**config.mk**
```make
export PLATFORM = sky130hd
export DESIGN_NAME = packet_eject_sink_flat
export DESIGN_NICKNAME = d
export VERILOG_FILES = /design/src/rtl/packet_eject_sink_if.sv /design/src/rtl/packet_eject_sink.sv /design/src/flat_wrapper.sv
export SDC_FILE = /design/constraint.sdc
export NUM_CORES = 1
export LEC_CHECK = 0
export CAP_MARGIN = 40
export CORE_MARGIN = 5
export CORE_UTILIZATION = 35
export CTS_BUF_LIST = sky130_fd_sc_hd__clkbuf_4 sky130_fd_sc_hd__clkbuf_8
export CTS_CLUSTER_SIZE = 24
export DETAILED_ROUTE_END_ITERATION = 7
export MAX_ROUTING_LAYER = met4
export PLACE_DENSITY = 0.62
export REMOVE_ABC_BUFFERS = 1
export SLEW_MARGIN = 20
export SYNTH_ARGS = -nofsm -noshare
export SYNTH_HDL_FRONTEND = slang
export SYNTH_SLANG_ARGS = --single-unit
```
**constraint.sdc**
```tcl
create_clock -name clk -period 6.4 [get_ports clk]
set_input_delay 0.96 -clock clk [delete_from_list [all_inputs] [get_ports clk]]
set_output_delay 0.96 -clock clk [all_outputs]
set_load 0.02 [all_outputs]
```
**src/rtl/packet_eject_sink_if.sv**
```systemverilog
// Purpose : ejection link from a router output port into the local sink.
// Latency : wires only; no storage in the interface.
// Backpr. : backpressure_wr is registered by the sink; the router stalls while it is 1.
// Ports   : link_in (packet, bit 48 = VALID), backpressure_wr (sink -> router stall).
interface packet_eject_sink_if #(
  parameter int PACKET_SIZE = 49
);
  logic [PACKET_SIZE-1:0] link_in;
  logic                   backpressure_wr;

  // Router side drives packets and observes stall.
  modport master (output link_in, input backpressure_wr);
  // Sink side consumes packets and drives stall.
  modport slave  (input link_in, output backpressure_wr);
endinterface

```
**src/rtl/packet_eject_sink.sv**
```systemverilog
// Purpose : terminal sink; buffers ejected packets in a FIFO, drains at a fixed rate, keeps delivery stats.
// Latency : push visible in fifo_count next cycle; stats updated on the pop edge (visible the cycle after the pop).
// Backpr. : backpressure_wr registered from next occupancy; packets arriving to a full FIFO without a pop are dropped.
// Ports   : clk, rst (sync, active high), clk_counter (global cycle count), link (slave modport:
//           link_in / backpressure_wr), total_packet_recieve, total_latency, max_latency,
//           misroute_cnt, drop_cnt, fifo_count.
module packet_eject_sink #(
  parameter int ROUTER_ID        = 0,
  parameter int PACKET_SIZE      = 49,
  parameter int BUFFER_SIZE      = 4,
  parameter int DRAIN_CYCLE      = 1,
  parameter int BUFFER_THRESHOLD = 1
) (
  input  logic                          clk,
  input  logic                          rst,
  input  logic [15:0]                   clk_counter,
  packet_eject_sink_if.slave            link,
  output logic [63:0]                   total_packet_recieve,
  output logic [63:0]                   total_latency,
  output logic [15:0]                   max_latency,
  output logic [15:0]                   misroute_cnt,
  output logic [15:0]                   drop_cnt,
  output logic [$clog2(BUFFER_SIZE):0]  fifo_count
);

  localparam int PW  = $clog2(BUFFER_SIZE);
  localparam int CW  = PW + 1;
  localparam int TW  = (DRAIN_CYCLE > 1) ? $clog2(DRAIN_CYCLE) : 1;
  localparam int VLD = 48;
  localparam logic [15:0] MY_ID = 16'(ROUTER_ID);

  // Storage and control state
  logic [PACKET_SIZE-1:0] mem_q [BUFFER_SIZE];
  logic [PW-1:0]          head_q, tail_q;
  logic [CW-1:0]          count_q, count_d;
  logic [TW-1:0]          timer_q;
  logic                   bp_q, bp_d;

  // Statistics
  logic [63:0] recv_q, lat_sum_q;
  logic [15:0] max_lat_q, misroute_q, drop_q;

  // Per-cycle decisions
  logic        push, pop_opp, pop, full, push_acc, drop;
  logic [15:0] head_ts, head_dst, lat;
  logic [31:0] free_slots;

  always_comb begin
    push     = link.link_in[VLD];
    pop_opp  = (timer_q == TW'(DRAIN_CYCLE - 1));
    // Pop decision uses occupancy at the start of the cycle, so a packet
    // pushed into an empty FIFO is never popped in the same cycle.
    pop      = pop_opp && (count_q != '0);
    full     = (count_q == CW'(BUFFER_SIZE));
    // A pop frees the head slot this edge, so a full FIFO still accepts.
    push_acc = push && (!full || pop);
    drop     = push && full && !pop;

    head_ts  = mem_q[head_q][47:32];
    head_dst = mem_q[head_q][15:0];
    // Modulo-2^16 difference tolerates clk_counter wrap-around.
    lat      = clk_counter - head_ts;

    count_d = count_q;
    if (push_acc && !pop) begin
      count_d = count_q + CW'(1);
    end else if (!push_acc && pop) begin
      count_d = count_q - CW'(1);
    end

    free_slots = 32'(BUFFER_SIZE) - 32'(count_d);
    bp_d       = (free_slots < 32'(BUFFER_THRESHOLD));
  end

  // FIFO storage. The pop clears VALID before the push write so that a
  // push+pop on a full FIFO (head == tail) keeps the new packet intact.
  always_ff @(posedge clk) begin
    if (rst) begin
      for (int i = 0; i < BUFFER_SIZE; i++) begin
        mem_q[i] <= '0;
      end
    end else begin
      if (pop) begin
        mem_q[head_q][VLD] <= 1'b0;
      end
      if (push_acc) begin
        mem_q[tail_q] <= link.link_in;
      end
    end
  end

  // Pointers, occupancy, drain timer, backpressure
  always_ff @(posedge clk) begin
    if (rst) begin
      head_q  <= '0;
      tail_q  <= '0;
      count_q <= '0;
      timer_q <= '0;
      bp_q    <= 1'b0;
    end else begin
      if (pop) begin
        head_q <= head_q + PW'(1);
      end
      if (push_acc) begin
        tail_q <= tail_q + PW'(1);
      end
      count_q <= count_d;
      timer_q <= pop_opp ? '0 : timer_q + TW'(1);
      bp_q    <= bp_d;
    end
  end

  // Statistics, updated on the pop/drop edge
  always_ff @(posedge clk) begin
    if (rst) begin
      recv_q     <= '0;
      lat_sum_q  <= '0;
      max_lat_q  <= '0;
      misroute_q <= '0;
      drop_q     <= '0;
    end else begin
      if (pop) begin
        if (head_dst == MY_ID) begin
          recv_q    <= recv_q + 64'd1;
          lat_sum_q <= lat_sum_q + {48'd0, lat};
          if (lat > max_lat_q) begin
            max_lat_q <= lat;
          end
        end else if (misroute_q != 16'hFFFF) begin
          misroute_q <= misroute_q + 16'd1;
        end
      end
      if (drop && (drop_q != 16'hFFFF)) begin
        drop_q <= drop_q + 16'd1;
      end
    end
  end

  assign link.backpressure_wr = bp_q;
  assign total_packet_recieve = recv_q;
  assign total_latency        = lat_sum_q;
  assign max_latency          = max_lat_q;
  assign misroute_cnt         = misroute_q;
  assign drop_cnt             = drop_q;
  assign fifo_count           = count_q;

endmodule
```
**src/flat_wrapper.sv**
```systemverilog
// flat-port wrapper written by rule: the top's interface ports become plain ports
module packet_eject_sink_flat 
#(
  parameter int ROUTER_ID        = 0,
  parameter int PACKET_SIZE      = 49,
  parameter int BUFFER_SIZE      = 4,
  parameter int DRAIN_CYCLE      = 1,
  parameter int BUFFER_THRESHOLD = 1
)
  (clk, rst, clk_counter, total_packet_recieve, total_latency, max_latency, misroute_cnt, drop_cnt, fifo_count, link_link_in, link_backpressure_wr);
  packet_eject_sink_if #(.PACKET_SIZE(PACKET_SIZE)) link_i ();
  input  logic clk;
  input  logic rst;
  input  logic [15:0] clk_counter;
  output logic [63:0] total_packet_recieve;
  output logic [63:0] total_latency;
  output logic [15:0] max_latency;
  output logic [15:0] misroute_cnt;
  output logic [15:0] drop_cnt;
  output logic [$clog2(BUFFER_SIZE):0] fifo_count;
  input wire logic [$bits(link_i.link_in)-1:0] link_link_in;
  output wire logic [$bits(link_i.backpressure_wr)-1:0] link_backpressure_wr;
  assign link_i.link_in = link_link_in;
  assign link_backpressure_wr = link_i.backpressure_wr;
  packet_eject_sink #(.ROUTER_ID(ROUTER_ID), .PACKET_SIZE(PACKET_SIZE), .BUFFER_SIZE(BUFFER_SIZE), .DRAIN_CYCLE(DRAIN_CYCLE), .BUFFER_THRESHOLD(BUFFER_THRESHOLD)) u_core (.clk(clk), .rst(rst), .clk_counter(clk_counter), .link(link_i), .total_packet_recieve(total_packet_recieve), .total_latency(total_latency), .max_latency(max_latency), .misroute_cnt(misroute_cnt), .drop_cnt(drop_cnt), .fifo_count(fifo_count));
endmodule
```
**Word-level counts from Yosys, hierarchy flattened**

Memory sizes are Yosys's and may differ from the RTL's. A register that Yosys moved wholly into a read port is not among the register bits.
Cells that the tools add are included.

- $add $sub $neg: 11
- Multipliers: 0
- Divide/modulo/power cells: 0
- $lt $le $gt $ge: 2
- Eq/ne operators: 3
- Shift operators: 0
- Mux-type cells: 18
- Bitwise operators: 2
- Reduce and logical (&&, ||, !) cells: 19

Operators by type and width:

| kind | number |
|---|---|
| $mux W49 | 2 |
| $reduce_or A49 Y1 | 2 |
| $add A64 B1 Y64 const B | 1 |
| $add A64 B16 Y64 | 1 |
| $add A16 B1 Y16 const B | 2 |
| $lt A32 B1 Y1 const B | 1 |
| $ne A16 B16 Y1 const B | 2 |
| $gt A16 B16 Y1 | 1 |
| $logic_not A16 Y1 | 1 |
| $sub A16 B16 Y16 | 1 |
| $mux W2 | 5 |
| $mux W1 | 9 |
| $logic_and A1 B1 Y1 | 7 |
| $mux W3 | 2 |
| $reduce_and A3 Y1 | 2 |
| $add A2 B1 Y2 const B | 2 |
| $sub A3 B3 Y4 const A | 1 |
| $add A3 B1 Y3 const B | 1 |
| $eq A3 B3 Y1 const B | 1 |
| $logic_not A1 Y1 | 3 |
| $reduce_bool A3 Y1 | 1 |
| $sub A3 B1 Y3 const B | 1 |
| $not A1 Y1 | 2 |
| $reduce_and A2 Y1 | 1 |
| 3 further kinds | 3 |

- Bits in registers: 185
- Latch bits: 0
- Memory bits (writable): 196
- ROM bits: 0
- Input port bits: 67
- Logic and storage cells: 66
- Memories: 1

Memory list:

| name | words | width | rd ports | clocked after memory_dff | wr ports | line | text |
|---|---|---|---|---|---|---|---|
| u_core.mem_q | 4 | 49 | 1 | 1 | 4 | packet_eject_sink.sv:33 | `logic [PACKET_SIZE-1:0] mem_q [BUFFER_SIZE];` |

**Depth between registers and ports, before layout**

- Depth in word-level cells: 10
- Gate-level depth with buffers: 22

**Worst setup path before layout**

Ideal clock, no wire load.

- Path kind: register to register
- Start: register (tool-made name)
- End: register u_core.lat_sum_q[56] (netlist: u_core.total_latency[56])
- Arrival time: 5.133 ns
- Slack: 1.146 ns
- Stages on the path, launching flop included: 20
- Buffers on the path: 2
- Clock period less this slack: 5.254 ns
- Cell sequence: dfxtp_1 buf_6 buf_1 mux4_2 ha_1 fa_1 nor2b_1 o31ai_1 a211oi_1 nor3_1 o31ai_1 xor2_1 ha_1 a21o_1 a21oi_1 nand2_1 a31oi_1 nor3_1 nand3_1 mux2_2

RTL lines:

| item | line | text |
|---|---|---|
| to (signal assigned) | packet_eject_sink.sv:125 | `lat_sum_q <= lat_sum_q + {48'd0, lat};` |
| to (decl) | packet_eject_sink.sv:40 | `logic [63:0] recv_q, lat_sum_q;` |

==> results.toml <==
[timing]
fin_tns_setup_ns = 0
finalSetupViolCount = 0
rsz0062_at_grt = "no"
final.period_utilization = 0.888
clock_skew_ns = 0.0258
worst_pin_slew_ns = 0.733
period_minus_slack_ns = 5.68
hold_viol_final = 0
fmax_mhz = 176
hold-worst-slack_ns = 0.478
slew_viol_final = 0
worst_slack_ns = 0.716
relSlewSlack = 0.499

[synthesis]
synth_edf_count = 128
synth-main-ff-cell = "dfxtp_1"
synth_top_area_share = 0.250
synth_area_um2 = 15400
synth.area.top_cells = "edfxtp_1 25%, dfxtp_1 24%, and3_1 6.6%"
netlist-cell-type-count = 59
seq_area_frac_synth = 0.494
synthCells = 1557
syn_avg_cell_area_um2 = 9.86
synthArstFlopShare = 0
yosys.area.top_type = "edfxtp_1"
synth_warnings = 0
synth_seq_cells = 315

[cts]
numCtsBuffers = 56
clk_pin_slew_ns = 0.07
post_cts_resized = 0
cts_tree = "yes"
h-tree-depth = 2
insertion_delay_ns = 0.63
clock_path_buffers = 3
post_cts_buffers = 0
clock_sinks = 315
clockRootBuffer = "clkbuf_8"
cts-hold-fix-buffers = 0

[global_routing]
gr-total-overflow = 0
grt_pass1_vias = 12000
grt_pass1_wl_um = 64100
grt_max_degree = 73
antenna_found_initial = 8
gr-usage-all-layers = 0.169

[worst_hold_path]
whs_endpoint = "u_core.total_latency[4]"
hold_depth = 2
min_from = "u_core.total_latency[4]"
hp-class = "flop to flop"

[cells_and_area]
design_area_um2 = 19700
final_common_cell = "clkdlybuf4s50_1"
final_cell_mix = "229 x clkdlybuf4s50_1, 187 x dfxtp_1, 164 x nor2_1"
area_delta_synth_final_pct = 28.0
drive_above_1_share = 0.0875
fin_nets = 1925
fillerInstances = 4119

[pwr]
ir_worst_vdd_mv = 0.193
p_seq_frac = 0.397
switching_share = 0.303
powerDensity_nw_per_um2 = 286
p_leak_uw = 0.00744
pwr-share-clk = 0.356
p_int_uw = 3920
finalPower_uw = 5620
p_comb_frac = 0.247
p_switching_uw = 1700

[routing]
wirelength_um = 40800
post_drt_via_cell_ratio = 5.10
post_drt_wl_per_cell_um = 16.8
vias = 12400
ant_nets = 0
remaining_drc_errors = 0
drt_pre_antenna_iters = 5
drtIter0Drc = 709

[floorplan]
fp.dieH_um = 219
die_w_um = 219
start_util = 0.355
ios = 247
core-area_um2 = 43300
fp.dieArea_um2 = 48200
row_count = 76

[placed_design]
placement.io_buffers = 230
dpl_cell_area_um2 = 18400
gp_congestion = 0.869
dp_hpwl_um = 29500
dp_slack_ns = 0.615

[worst_setup_path]
end_kind = "flop"
r2r_slack_ns = 0.72
setup.worst_path.start_class = "flop"
critical_path_class = "flop to flop"
timing.rr.end = "u_core.max_latency[6]"
critPathRequiredTime_ns = 6.88
critical_path.max_fanout = 13
crit_arrival_ns = 6.17
r2r_cells = 20

[job]
max_cap_violations = 0

[status]
outcome = "completed"
-- logic make-up (layout without fill, tap and decap cells) --
family	Yosys count	in the layout	synth area share
simple gates	687	687	0.235
flops	315	315	0.494
compound gates	197	197	0.0784
buf+inv	137	421	0.0344
xor+xnor	122	122	0.0696
fa+ha+maj	60	60	0.0499
mux	38	38	0.0381
other cells	1	9	0.000244
-- final cells by class --
type                    instances  area, um^2  share of cell area
multi-input cells            1105        7260               0.369
diodes                          8        20.0             0.00102
flip-flops and latches        315        7590               0.386
repair buffers                259        2630               0.134
inverters                      61         229              0.0116
clock buffers                  75         932              0.0474
clock inverters                26         267              0.0136
well taps                     585         732              0.0372
-- critical path, cell delays in order, from the launching register on --
cell	delay (ns)
dfxtp_1	0.67
buf_4	0.37
mux4_2	0.54
inv_1	0.07
ha_1	0.26
o21a_1	0.13
and3_1	0.18
o31a_1	0.12
o31ai_1	0.49
o21ai_0	0.19
a21oi_1	0.20
xnor2_1	0.16
ha_1	0.34
nand4_1	0.17
a2111oi_0	0.62
a211oi_1	0.14
o21a_1	0.16
nor3_2	0.18
buf_4	0.25
mux2i_1	0.22
nor2_1	0.06
-- per-layer routing --
layer / global-route usage / part of all wire
met2: 0.274 / 0.48
met5: - / 0
met3: 0.0383 / 0.067
met4: 0.0588 / 0.026
met1: 0.210 / 0.43
-- synthesized netlist by cell type, drive strengths merged (2+ instances only) --
cell,n
a2111oi,3
a211oi,12
a21o,12
a21oi,79
a311oi,2
a31o,4
a31oi,2
and2,8
and3,162
and4,12
buf,11
clkbuf,65
dfxtp,187
edfxtp,128
fa,2
ha,58
inv,61
mux2,4
mux2i,18
mux4,16
nand2,101
nand2b,3
nand3,72
nand4,49
nor2,165
nor2b,9
nor3,26
nor4,22
o211ai,3
o21a,6
o21ai,42
o21bai,5
o311a,2
o311ai,2
o31a,3
o31ai,14
or2,7
or3,34
or4,13
xnor2,53
xor2,69
-- worst max-delay path by stage --
stage,start,to,slack (ns),cells past startpoint
6_report,flop,u_core.max_latency[6],0.72,20
5_1_grt,flop,u_core.max_latency[2],0.16,20
4_1_cts,flop,u_core.max_latency[6],0.65,20
3_5_place_dp,clk_counter[0],u_core.total_latency[59],0.62,19
3_3_place_gp,clk_counter[0],u_core.total_latency[55],0.70,19
2_1_floorplan,flop,u_core.max_latency[10],0.28,18
-- flip-flops by register name, summed over array words and instances (netlist names), 2 cells and up, named ones only --
name and flops:
u_core.drop_cnt 16, u_core.fifo_count 3, u_core.head_q 2, u_core.max_latency 16, u_core.mem_q 128, u_core.misroute_cnt 16, u_core.tail_q 2, u_core.total_latency 64
u_core.total_packet_recieve 64
-- metrics by stage --
step / util / std cells
4_1_cts: 0.453 / 2423
2_1_floorplan: - / 1481
6_report: 0.454 / 2434
3_5_place_dp: 0.425 / 2322
3_3_place_gp: 0.421 / 2313
5_1_grt: 0.454 / 2434
-- power groups by stage --
| stage | Sequential (uW) | Clock, uW | Combinational, uW |
|---|---|---|---|
| floorplan | 2300 | 0 | 926 |
| global placement | 2280 | 0 | 1320 |
| detailed placement | 2280 | 0 | 1380 |
| CTS | 2240 | 2070 | 1390 |
| global route | 2250 | 2160 | 1560 |
| finish | 2240 | 2000 | 1390 |
Note: power is estimated with default switching activity, not from simulation.
